[src/rtl/cpu_dbg_dump.sv]
// cpu_dbg_dump: debug read-out engine for the mini CPU.
// Counts executed cycles, snapshots CPU state on a trigger and streams the
// snapshot as a fixed 10-byte frame over a valid/ready byte interface.
module cpu_dbg_dump #(
  parameter logic [7:0] HDR_BYTE     = 8'hA5,
  parameter int         CNT_W        = 16,
  parameter bit         AUTO_ON_HALT = 1'b1
) (
  input  logic             clk,
  input  logic             rst,
  input  logic             en,
  input  logic             halt,
  input  logic [7:0]       PC,
  input  logic [7:0]       dbg_r0,
  input  logic [7:0]       dbg_r1,
  input  logic [7:0]       dbg_r2,
  input  logic [7:0]       dbg_r3,
  input  logic [2:0]       dbg_state,
  input  logic             dump_req,
  output logic             out_valid,
  output logic [7:0]       out_data,
  output logic             out_last,
  input  logic             out_ready,
  output logic             busy,
  output logic [CNT_W-1:0] cyc_cnt
);

  typedef enum logic [0:0] {
    ST_IDLE = 1'b0,
    ST_SEND = 1'b1
  } state_t;

  localparam logic [CNT_W-1:0] CNT_MAX  = {CNT_W{1'b1}};
  localparam logic [3:0]       LAST_IDX = 4'd9;

  // XOR checksum over the nine payload bytes of a frame.
  function automatic logic [7:0] frame_xor(
    input logic [7:0] b0, input logic [7:0] b1, input logic [7:0] b2,
    input logic [7:0] b3, input logic [7:0] b4, input logic [7:0] b5,
    input logic [7:0] b6, input logic [7:0] b7, input logic [7:0] b8
  );
    frame_xor = b0 ^ b1 ^ b2 ^ b3 ^ b4 ^ b5 ^ b6 ^ b7 ^ b8;
  endfunction

  state_t           state_q;
  logic [3:0]       idx_q;
  logic [CNT_W-1:0] cnt_q;
  logic [CNT_W-1:0] cnt_d;
  logic             halt_q;
  logic [7:0]       snap_pc_q;
  logic [7:0]       snap_r0_q;
  logic [7:0]       snap_r1_q;
  logic [7:0]       snap_r2_q;
  logic [7:0]       snap_r3_q;
  logic [7:0]       snap_stat_q;
  logic [15:0]      snap_cnt_q;
  logic [7:0]       snap_chk_q;
  logic             out_valid_q;
  logic [7:0]       out_data_q;
  logic             out_last_q;
  logic             busy_q;

  logic             halt_rise_s;
  logic             trigger_s;
  logic [15:0]      cnt_ext_s;
  logic [7:0]       stat_live_s;
  logic [7:0]       chk_live_s;
  logic [3:0]       next_idx_s;
  logic [7:0]       next_byte_s;

  // Trigger detection and the live values captured into a snapshot.
  always_comb begin
    halt_rise_s = halt && !halt_q;
    trigger_s   = dump_req || (AUTO_ON_HALT && halt_rise_s);
    cnt_ext_s   = 16'(cnt_q);
    stat_live_s = {halt, en, 3'b000, dbg_state};
    chk_live_s  = frame_xor(HDR_BYTE, PC, dbg_r0, dbg_r1, dbg_r2, dbg_r3,
                            stat_live_s, cnt_ext_s[15:8], cnt_ext_s[7:0]);
  end

  // Saturating executed-cycle counter next state.
  always_comb begin
    cnt_d = cnt_q;
    if (en && !halt && (cnt_q != CNT_MAX)) begin
      cnt_d = cnt_q + CNT_W'(1);
    end else begin
      cnt_d = cnt_q;
    end
  end

  // Byte that follows the one currently presented, taken from the snapshot only.
  always_comb begin
    next_idx_s  = idx_q + 4'd1;
    next_byte_s = 8'h00;
    case (next_idx_s)
      4'd1:    next_byte_s = snap_pc_q;
      4'd2:    next_byte_s = snap_r0_q;
      4'd3:    next_byte_s = snap_r1_q;
      4'd4:    next_byte_s = snap_r2_q;
      4'd5:    next_byte_s = snap_r3_q;
      4'd6:    next_byte_s = snap_stat_q;
      4'd7:    next_byte_s = snap_cnt_q[15:8];
      4'd8:    next_byte_s = snap_cnt_q[7:0];
      4'd9:    next_byte_s = snap_chk_q;
      default: next_byte_s = 8'h00;
    endcase
  end

  // Cycle counter and halt edge history.
  always_ff @(posedge clk) begin
    if (rst) begin
      cnt_q  <= {CNT_W{1'b0}};
      halt_q <= 1'b0;
    end else begin
      cnt_q  <= cnt_d;
      halt_q <= halt;
    end
  end

  // Frame FSM: snapshot on trigger, then stream bytes 0..9 under backpressure.
  always_ff @(posedge clk) begin
    if (rst) begin
      state_q     <= ST_IDLE;
      idx_q       <= 4'd0;
      out_valid_q <= 1'b0;
      out_data_q  <= 8'h00;
      out_last_q  <= 1'b0;
      busy_q      <= 1'b0;
      snap_pc_q   <= 8'h00;
      snap_r0_q   <= 8'h00;
      snap_r1_q   <= 8'h00;
      snap_r2_q   <= 8'h00;
      snap_r3_q   <= 8'h00;
      snap_stat_q <= 8'h00;
      snap_cnt_q  <= 16'h0000;
      snap_chk_q  <= 8'h00;
    end else begin
      case (state_q)
        ST_IDLE: begin
          if (trigger_s) begin
            snap_pc_q   <= PC;
            snap_r0_q   <= dbg_r0;
            snap_r1_q   <= dbg_r1;
            snap_r2_q   <= dbg_r2;
            snap_r3_q   <= dbg_r3;
            snap_stat_q <= stat_live_s;
            snap_cnt_q  <= cnt_ext_s;
            snap_chk_q  <= chk_live_s;
            idx_q       <= 4'd0;
            out_data_q  <= HDR_BYTE;
            out_last_q  <= 1'b0;
            out_valid_q <= 1'b1;
            busy_q      <= 1'b1;
            state_q     <= ST_SEND;
          end else begin
            out_valid_q <= 1'b0;
            out_last_q  <= 1'b0;
            busy_q      <= 1'b0;
          end
        end
        ST_SEND: begin
          // Triggers are ignored here; they are not queued.
          if (out_ready) begin
            if (idx_q == LAST_IDX) begin
              idx_q       <= 4'd0;
              out_valid_q <= 1'b0;
              out_last_q  <= 1'b0;
              busy_q      <= 1'b0;
              state_q     <= ST_IDLE;
            end else begin
              idx_q      <= next_idx_s;
              out_data_q <= next_byte_s;
              out_last_q <= (next_idx_s == LAST_IDX);
            end
          end else begin
            idx_q <= idx_q;
          end
        end
        default: begin
          state_q     <= ST_IDLE;
          idx_q       <= 4'd0;
          out_valid_q <= 1'b0;
          out_last_q  <= 1'b0;
          busy_q      <= 1'b0;
        end
      endcase
    end
  end

  assign out_valid = out_valid_q;
  assign out_data  = out_data_q;
  assign out_last  = out_last_q;
  assign busy      = busy_q;
  assign cyc_cnt   = cnt_q;

endmodule

[config.mk]
export PLATFORM = sky130hd
export DESIGN_NAME = cpu_dbg_dump
export DESIGN_NICKNAME = d
export VERILOG_FILES = /design/src/rtl/cpu_dbg_dump.sv
export SDC_FILE = /design/constraint.sdc
export NUM_CORES = 1
export LEC_CHECK = 0
export BUFFER_PORTS_ARGS = -buffer_cell sky130_fd_sc_hd__buf_2
export CAP_MARGIN = 25
export CORE_MARGIN = 1
export CORE_UTILIZATION = 60
export CTS_CLUSTER_SIZE = 25
export DETAILED_ROUTE_END_ITERATION = 8
export PLACE_DENSITY = 0.84
export REMOVE_ABC_BUFFERS = 1
export SKIP_CTS_REPAIR_TIMING = 1
export SLEW_MARGIN = 0
export SYNTH_ARGS = -nofsm -noshare
export SYNTH_HDL_FRONTEND = slang
export SYNTH_SLANG_ARGS = --single-unit
export TNS_END_PERCENT = 1
[constraint.sdc]
create_clock -name clk -period 3.3 [get_ports clk]
set_clock_uncertainty 0.2 [all_clocks]
set_input_delay 0.165 -clock clk [delete_from_list [all_inputs] [get_ports clk]]
set_output_delay 0.165 -clock clk [all_outputs]
set_load 0.03 [all_outputs]
==> results of run 1 <==
[per-layer routing]
metal / wire, microns / track usage (%) / vias to the layer above / share of wire, %
li1: - / - / 2271 / -
met1: 5481 / 38.59 / 2289 / 41
met2: 6518 / 48.35 / 240 / 49
met3: 950 / 4.553 / 48 / 7.1
met4: 433 / 10.38 / 0 / 3.2
met5: 0 / 0 / - / 0
[flip-flops by register name, summed over array words and instances, names as in the netlist]
| signal | count |
|---|---|
| busy | 1 |
| cyc_cnt | 16 |
| halt_q | 1 |
| idx_q | 4 |
| out_data | 8 |
| out_last | 1 |
| snap_chk_q | 8 |
| snap_cnt_q | 16 |
| snap_pc_q | 8 |
| snap_r0_q | 8 |
| snap_r1_q | 8 |
| snap_r2_q | 8 |
| snap_r3_q | 8 |
| snap_stat_q | 5 |
| state_q | 1 |
[power by group through the flow]
stage | Sequential [uW] | Combinational (uW) | Clock, uW
global route | 1350 | 507 | 882
floorplan | 1370 | 249 | 0
global placement | 1360 | 396 | 0
CTS | 1340 | 407 | 837
finish | 1340 | 461 | 827
detailed placement | 1360 | 406 | 0
[kinds of logic after synthesis]
family / Yosys count / share of synthesized area [%]
AND/OR/NAND/NOR: 227 / 20.41
AO/OA/AOI/OAI: 152 / 19.90
XOR/XNOR: 64 / 11.29
multiplexers: 6 / 1.487
flip-flops: 101 / 40.72
buffers and inverters: 48 / 4.434
adder cells (fa/ha/maj): 7 / 1.764
[through the flow]
stage	TNS (ns)	setup slack [ns]	cell area (sq um)	power, uW
6_report	0	0.5690	6017	2629
3_5_place_dp	0	0.6020	5346	1770
5_1_grt	0	0.3960	6017	2736
4_1_cts	0	0.6169	5557	2581
2_1_floorplan	-1.048	-0.2910	4765	1616
3_3_place_gp	0	0.7582	5346	1759
[worst max-delay path, cell delays in order (launching register included)]
cell and delay, ns:
dfxtp_1 0.61, inv_1 0.12, ha_1 0.49, a2111o_1 0.48, mux2i_1 0.16, a311oi_1 0.11, and3_4 0.23, a21oi_2 0.12
a211oi_2 0.05
[placed cells by master (no fill, tap or decap), types with 2 or more instances in the layout]
| cell type | instances |
|---|---|
| nor2b_2 | 3 |
| clkbuf_8 | 11 |
| a221oi_1 | 8 |
| nand3_1 | 7 |
| nand4_1 | 7 |
| and3_1 | 2 |
| a222oi_1 | 7 |
| ha_1 | 7 |
| nand2_1 | 145 |
| buf_4 | 9 |
| nor3_1 | 4 |
| a31oi_1 | 2 |
| a21oi_2 | 3 |
| a211oi_1 | 7 |
| or3_1 | 4 |
| xnor2_1 | 51 |
| a22oi_1 | 12 |
| buf_2 | 75 |
| inv_1 | 5 |
| dlygate4sd3_1 | 46 |
| nor2_1 | 36 |
| dfxtp_1 | 101 |
| o21ai_1 | 2 |
| mux2i_1 | 4 |
| a211oi_2 | 2 |
| a21oi_1 | 83 |
| nand3b_1 | 3 |
| nor2b_1 | 4 |
| xor2_1 | 13 |
| and4_1 | 2 |
| o21a_1 | 2 |
| a32oi_1 | 2 |
| o21ai_0 | 9 |
[how the worst min path moves through the flow]
| stage | start | to | slack [ns] | depth (start not counted) |
|---|---|---|---|---|
| 3_3_place_gp | dbg_r3[2] | snap_r3_q[2] | 0.22 | 3 |
| 3_5_place_dp | dbg_r1[0] | snap_r1_q[0] | 0.23 | 3 |
| 4_1_cts | dbg_r2[4] | snap_r2_q[4] | -0.16 | 3 |
| 6_report | dump_req | out_data[1] | 0.21 | 5 |
| 5_1_grt | dump_req | out_data[1] | 0.23 | 5 |
| 2_1_floorplan | rst | out_data[3] | 0.03 | 1 |
[final cells by class]
| type | count | share of cell area [%] |
|---|---|---|
| Clock inverter | 4 | 0.9150 |
| Inverter | 5 | 0.3119 |
| Clock buffer | 12 | 2.579 |
| Timing Repair Buffer | 130 | 15.01 |
| Sequential cell | 101 | 33.60 |
| Tap cell | 102 | 2.121 |
| Multi-Input combinational cell | 456 | 45.46 |
==> results.json, run 1 <==
{
  "r2r_slack_ns": 0.57,
  "synthFlopType": "dfxtp_1",
  "r2r_cells": 8,
  "hpwl_microns": 8501,
  "multi_input_area_sq_mm": 0.002735,
  "cp-startpoint": "idx_q[0]",
  "synth.top_cell.area_share_pct": 40.72,
  "timing.hold.ws_ns": 0.2139,
  "via_count": 4848,
  "htree_levels": 3,
  "tightestPinTransition_ns": 0.9491,
  "ir_worst_vdd_v": 0.0002935,
  "synth_common_cells": "nand2_1, dfxtp_1, a21oi_1",
  "initial_utilization_pct": 63.28,
  "cp_max_fo": 19,
  "num_io_pins": 76,
  "synthCells": 605,
  "core_area_sq_mm": 0.007848,
  "grt_usage_pct": 29.19,
  "p_int_uw": 1885,
  "crit_arrival_ns": 2.74,
  "maxSlewViolCount": 0,
  "detail_route.wl_per_cell_microns": 16.52,
  "synth_edf_count": 0,
  "hp-class": "in -> reg",
  "yosysTopAreaCell": "dfxtp_1",
  "pwr-share-seq_pct": 51.0,
  "reg2reg_from": "idx_q[0]",
  "antenna_cells": 0,
  "synthTopCellsByArea": "dfxtp_1, nand2_1, xnor2_1",
  "fp.dieArea_sq_mm": 0.008644,
  "cts.sinks": 101,
  "leakagePower_uw": 0.002294,
  "cts_tree": "done",
  "finalNetCount": 759,
  "final_util_pct": 76.67,
  "globalRoute.totalOverflow": 0,
  "end_kind": "flop",
  "cp.required_ns": 3.30,
  "synth_area_per_cell_sq_um": 8.208,
  "drt-total-wl_microns": 13380,
  "maxCapViolations": 0,
  "ys_warn_count": 0,
  "grt_setup_unrepaired": "no",
  "comb_power_share_pct": 17.5,
  "grt_start_max_net_pins": 50,
  "io_buffers": 75,
  "finalNonFillerCells": 810,
  "regArea_sq_mm": 0.002022,
  "fillerInstances": 578,
  "cts-root-buf": "clkbuf_8",
  "p_switching_uw": 743.9,
  "dp_cells": 748,
  "fmax_mhz": 366.2,
  "die_w_microns": 92.98,
  "pwr_density_cell_mw_per_mm2": 436.9,
  "cts_max_path_buffers": 2,
  "ys_seq_area_share_pct": 40.72,
  "status": "finished, final reports clean",
  "netlist_area_sq_mm": 0.004966,
  "drtPass1Iterations": 5,
  "die_y_microns": 92.98,
  "place_congestion": 0.9131,
  "clk_pin_slew_ns": 0.09,
  "avgViaCountPerCell": 5.985,
  "grt_antenna_before_repair": 0,
  "rr_endpoint": "out_data[3]",
  "drt_iter0_drc": 474,
  "period_share_pct": 82.76,
  "clock_latency_ns": 0.36,
  "crit_end": "out_data[3]",
  "p_sw_share_pct": 28.30,
  "setup_viol": 0,
  "fin_crit_ns": 2.731,
  "synth.most_common_cell": "nand2_1",
  "yosysUniqueCellTypes": 59,
  "yosys_register_bits": 101,
  "drive_gt1_share_pct": 17.09,
  "synth-async-reset-ratio_pct": 0,
  "clkPwrFrac_pct": 31.5,
  "hold_violations": 0,
  "ant_nets": 0,
  "grt_pass1_wl_microns": 19980,
  "grt_pass1_vias": 4207,
  "remaining_drc_errors": 0,
  "synthToLayoutAreaGrowth_pct": 21.16,
  "criticalPathCategory": "reg -> reg",
  "startpoint_type": "flop",
  "relSlewSlack_pct": 36.73,
  "rows": 32,
  "cts_made_buffers": 9
}
No activity file was read; power rests on OpenSTA's default activity.
==> run 2: changes to the inputs <==
Settings changed: CORE_UTILIZATION 60 to 57, PLACE_DENSITY 0.84 to 0.8.
Clock period 3.3 ns to 2.85 ns, I/O delays scaled along.
==> run 2 against run 1 <==
Compared with the run above:
- wire length grew 1.5%
- global-route usage shrank 1.3 points
- final cell count grew 0.62%
==> results.json, run 2 (synthesis gave the netlist of run 1 again) <==
{
  "tightestPinTransition_ns": 0.7110,
  "maxCapViolations": 0,
  "clock_latency_ns": 0.37,
  "num_io_pins": 76,
  "clk_pin_slew_ns": 0.10,
  "via_count": 4763,
  "fp.dieArea_sq_mm": 0.009090,
  "cp_max_fo": 13,
  "multi_input_area_sq_mm": 0.002738,
  "timing.hold.ws_ns": 0.03757,
  "grt_start_max_net_pins": 102,
  "ir_worst_vdd_v": 0.0002822,
  "initial_utilization_pct": 59.54,
  "place_congestion": 0.8358,
  "drive_gt1_share_pct": 17.37,
  "criticalPathCategory": "reg -> reg",
  "die_w_microns": 95.34,
  "grt_antenna_before_repair": 2,
  "drtPass1Iterations": 7,
  "maxSlewViolCount": 0,
  "htree_levels": 3,
  "cts-root-buf": "clkbuf_8",
  "ant_nets": 0,
  "grt_setup_unrepaired": "no",
  "hold_violations": 0,
  "fin_crit_ns": 2.563,
  "grt_pass1_wl_microns": 19730,
  "status": "finished, final reports clean",
  "slowest_stage": "dfxtp_1",
  "placedInstanceArea_sq_mm": 0.005375,
  "globalRoute.totalOverflow": 0,
  "relSlewSlack_pct": 52.10,
  "regArea_sq_mm": 0.002022,
  "grt_pass1_vias": 4126,
  "cts_max_path_buffers": 2,
  "rows": 33,
  "core_area_sq_mm": 0.008341,
  "hpwl_microns": 8319,
  "period_share_pct": 89.92,
  "pre_cts_slack_ns": 0.2658,
  "crit_arrival_ns": 2.61,
  "layout_setup_ws_ns": 0.2872,
  "die_y_microns": 95.34,
  "finalNetCount": 759,
  "io_buffers": 75,
  "detail_route.wl_per_cell_microns": 16.67,
  "startpoint_type": "flop",
  "fin_area_sq_mm": 0.006050,
  "cp.required_ns": 2.90,
  "final_cell_mix": "nand2_1, dfxtp_1, a21oi_1",
  "cts_tree": "done",
  "synthToLayoutAreaGrowth_pct": 21.82,
  "cts_made_buffers": 9,
  "drt-total-wl_microns": 13580,
  "hp-class": "in -> reg",
  "final_util_pct": 72.53,
  "end_kind": "flop",
  "final_common_cell": "nand2_1",
  "cts.sinks": 101,
  "remaining_drc_errors": 0,
  "grt_usage_pct": 27.94,
  "fmax_mhz": 390.2,
  "avgViaCountPerCell": 5.844,
  "setup_viol": 0,
  "path_cells": "ha_2 > mux2i_4 > o21ai_0 > nor2_1 > a221oi_1 > a211oi_2",
  "drt_iter0_drc": 405,
  "leakagePower_uw": 0.002295,
  "max_stage_delay_ns": 0.60,
  "fillerInstances": 623,
  "pwr_density_cell_mw_per_mm2": 503.1,
  "fin_setup_tns_ns": 0
}
==> run 2: final cells by class <==
class	instances	area share (%)
diodes	2	0.08273
clock inverters	7	1.365
flip-flops and latches	101	33.42
clock buffers	9	2.048
inverters	5	0.3102
well taps	105	2.172
repair buffers	130	15.35
multi-input cells	456	45.25
==> run 2: power breakdown <==
part           leakage (uW)  internal (uW)  switching [uW]  total [uW]
logic               0.00137            237             309         546
clock network     0.0000980            418             533         952
registers          0.000826           1490            55.7        1550
==> run 2: worst max-delay path, delay by kind of cell, from the launching register on <==
kind,cells,cell delay [ns]
AOI/OAI and AO/OA,3,0.98
adders and majority gates,1,0.43
DFF,1,0.60
muxes,1,0.12
and+or+nand+nor,1,0.12
==> run 2: metrics by stage <==
step | total power, uW | cells
6_report | 3043 | 815
5_1_grt | 3155 | 815
4_1_cts | 2979 | 767
3_5_place_dp | 2052 | 751
3_3_place_gp | 2041 | 751
2_1_floorplan | 1871 | 562
==> run 2: final timing paths <==
kind | from | end | slack (ns) | cells past startpoint
worst max-delay path | idx_q[0] | out_data[3] | 0.29 | 6
worst min-delay path | dump_req | snap_cnt_q[12] | 0.04 | 4
worst max register to register | idx_q[0] | out_data[3] | 0.29 | 6
worst min register to register | snap_stat_q[1] | snap_stat_q[1] | 0.26 | 2
==> run 2: metal layers <==
metal	vias up	part of all wire [%]	track usage [%]
met4	0	3.6	8.965
met2	221	48	45.12
met3	47	7.0	6.619
met1	2226	42	36.66
li1	2269	-	-
met5	-	0	0
==> run 3: changes to the inputs <==
Settings changed: CORE_UTILIZATION 57 to 51, PLACE_DENSITY 0.8 to 0.76, SETUP_SLACK_MARGIN from default to 0.5.
Clock period 2.85 ns to 2.3 ns, I/O delays scaled along.
==> run 3 against run 2 <==
Compared with the run above:
- total power rose by 24%
- setup slack got worse by 0.091 ns
- first-iteration DRC count fell by 26%
- wire length about the same
- final cell count increased by 5.8%
- global-route usage down 1.8 points
- sequential power rose by 24%
- die area increased by 12%
- sequential cell count did not move
- worst hold slack got worse by 0.0041 ns
==> results.json, run 3 (synthesis gave the netlist of run 1 again) <==
{
  "clock_latency_ns": 0.37,
  "clk_pin_slew_ns": 0.09,
  "cts_max_path_buffers": 2,
  "regArea_sq_mm": 0.002036,
  "criticalPathCategory": "reg -> reg",
  "hp-class": "in -> reg",
  "slowest_stage": "dfxtp_4",
  "final_common_cell": "nand2_1",
  "fin_crit_ns": 2.104,
  "pwr_density_cell_mw_per_mm2": 588.5,
  "hold_violations": 0,
  "max_stage_delay_ns": 0.38,
  "drtPass1Iterations": 5,
  "maxSlewViolCount": 0,
  "io_buffers": 75,
  "place_congestion": 0.9013,
  "avgViaCountPerCell": 5.526,
  "grt_usage_pct": 26.10,
  "fillerInstances": 750,
  "grt_pass1_wl_microns": 20800,
  "drive_gt1_share_pct": 22.10,
  "crit_arrival_ns": 2.14,
  "initial_utilization_pct": 53.24,
  "status": "finished, final reports clean",
  "antenna_cells": 0,
  "grt_pass1_vias": 4336,
  "num_io_pins": 76,
  "final_util_pct": 68.54,
  "rows": 35,
  "synthToLayoutAreaGrowth_pct": 28.75,
  "period_share_pct": 91.47,
  "cp_max_fo": 7,
  "die_w_microns": 100.7,
  "tightestPinTransition_ns": 0.6416,
  "grt_setup_unrepaired": "yes",
  "timing.hold.ws_ns": 0.03348,
  "setup_viol": 0,
  "total_power_uw": 3763,
  "multi_input_area_sq_mm": 0.002836,
  "via_count": 4763,
  "remaining_drc_errors": 0,
  "drt-total-wl_microns": 13590,
  "leakagePower_uw": 0.002459,
  "fp.dieArea_sq_mm": 0.01014,
  "startpoint_type": "flop",
  "maxCapViolations": 0,
  "grt_start_max_net_pins": 75,
  "finalNetCount": 784,
  "cp.required_ns": 2.33,
  "core_area_sq_mm": 0.009328,
  "htree_levels": 3,
  "cts_tree": "done",
  "relSlewSlack_pct": 57.12,
  "detail_route.wl_per_cell_microns": 15.76,
  "grt_antenna_before_repair": 0,
  "ir_worst_vdd_v": 0.0003538,
  "path_cells": "buf_6 > ha_4 > a2111o_1 > mux2i_1 > a311oi_1 > and3_4 > a21oi_2 > a211oi_2",
  "fmax_mhz": 475.3,
  "final_cell_mix": "nand2_1, dfxtp_1, a21oi_1",
  "end_kind": "flop",
  "ant_nets": 0,
  "drt_iter0_drc": 299,
  "hpwl_microns": 9267,
  "cts_made_buffers": 9,
  "cts-root-buf": "clkbuf_8",
  "cts.sinks": 101,
  "die_y_microns": 100.7,
  "globalRoute.totalOverflow": 0
}
==> run 3: changes by cell type in the layout (fill, tap and decap cells not counted), moves of 3 or more <==
cell      before  now
dfxtp_4        0    3
dfxtp_1      101   96
a221oi_2       0    3
ha_4           0    4
buf_4          7   27
buf_6          0    4
ha_1           6    2
a221oi_1       8    5
==> run 3: routing by layer <==
| metal | GRT usage (%) | share of wire, % | up-vias |
|---|---|---|---|
| met5 | 0 | 0 | - |
| met4 | 8.584 | 1.9 | 0 |
| met3 | 4.854 | 5.7 | 26 |
| met2 | 44.05 | 49 | 154 |
| met1 | 33.62 | 44 | 2261 |
| li1 | - | - | 2322 |
==> run 3: power by group <==
part	leakage [uW]	internal (uW)	switching, uW
Combinational	0.00153	316	378
Sequential	0.000829	1840	72.5
Clock	0.0000961	518	635
Total	0.00246	2680	1090
==> run 3: path summary, 6_finish.rpt <==
| check | slack, ns | end | start | cells after the start |
|---|---|---|---|---|
| setup / recovery | 0.20 | out_data[6] | idx_q[1] | 8 |
| hold / removal | 0.03 | idx_q[0] | rst | 2 |
| setup reg to reg | 0.20 | out_data[6] | idx_q[1] | 8 |
| hold reg to reg | 0.26 | snap_cnt_q[9] | snap_cnt_q[9] | 2 |
==> run 3: stage by stage <==
step / area (sq um) / std cells / setup TNS (ns) / worst slack (ns)
final: 6394 / 862 / 0 / 0.1962
after global routing: 6394 / 862 / 0 / 0.1491
after CTS: 5788 / 814 / 0 / 0.0006821
after detailed placement: 5590 / 798 / 0 / 0.02228
after global placement: 5590 / 798 / 0 / 0.1414
after floorplan: 4765 / 562 / -66.64 / -1.291
==> run 3: area by class of cell <==
| type | count | share of cell area, % |
|---|---|---|
| sequential | 101 | 31.84 |
| clock buffer | 11 | 2.055 |
| inverter | 5 | 0.2935 |
| multi-input combinational | 456 | 44.36 |
| timing repair buffer | 155 | 17.89 |
| clock inverter | 5 | 1.037 |
| tap | 129 | 2.524 |
==> run 3: worst max-delay path, delay by kind of cell, from the launching register on <==
kind / cells / cell delay, ns
AOI/OAI and AO/OA: 4 / 0.67
DFF: 1 / 0.38
and+or+nand+nor: 1 / 0.23
muxes: 1 / 0.18
adders and majority gates: 1 / 0.17
buffers and inverters: 1 / 0.14
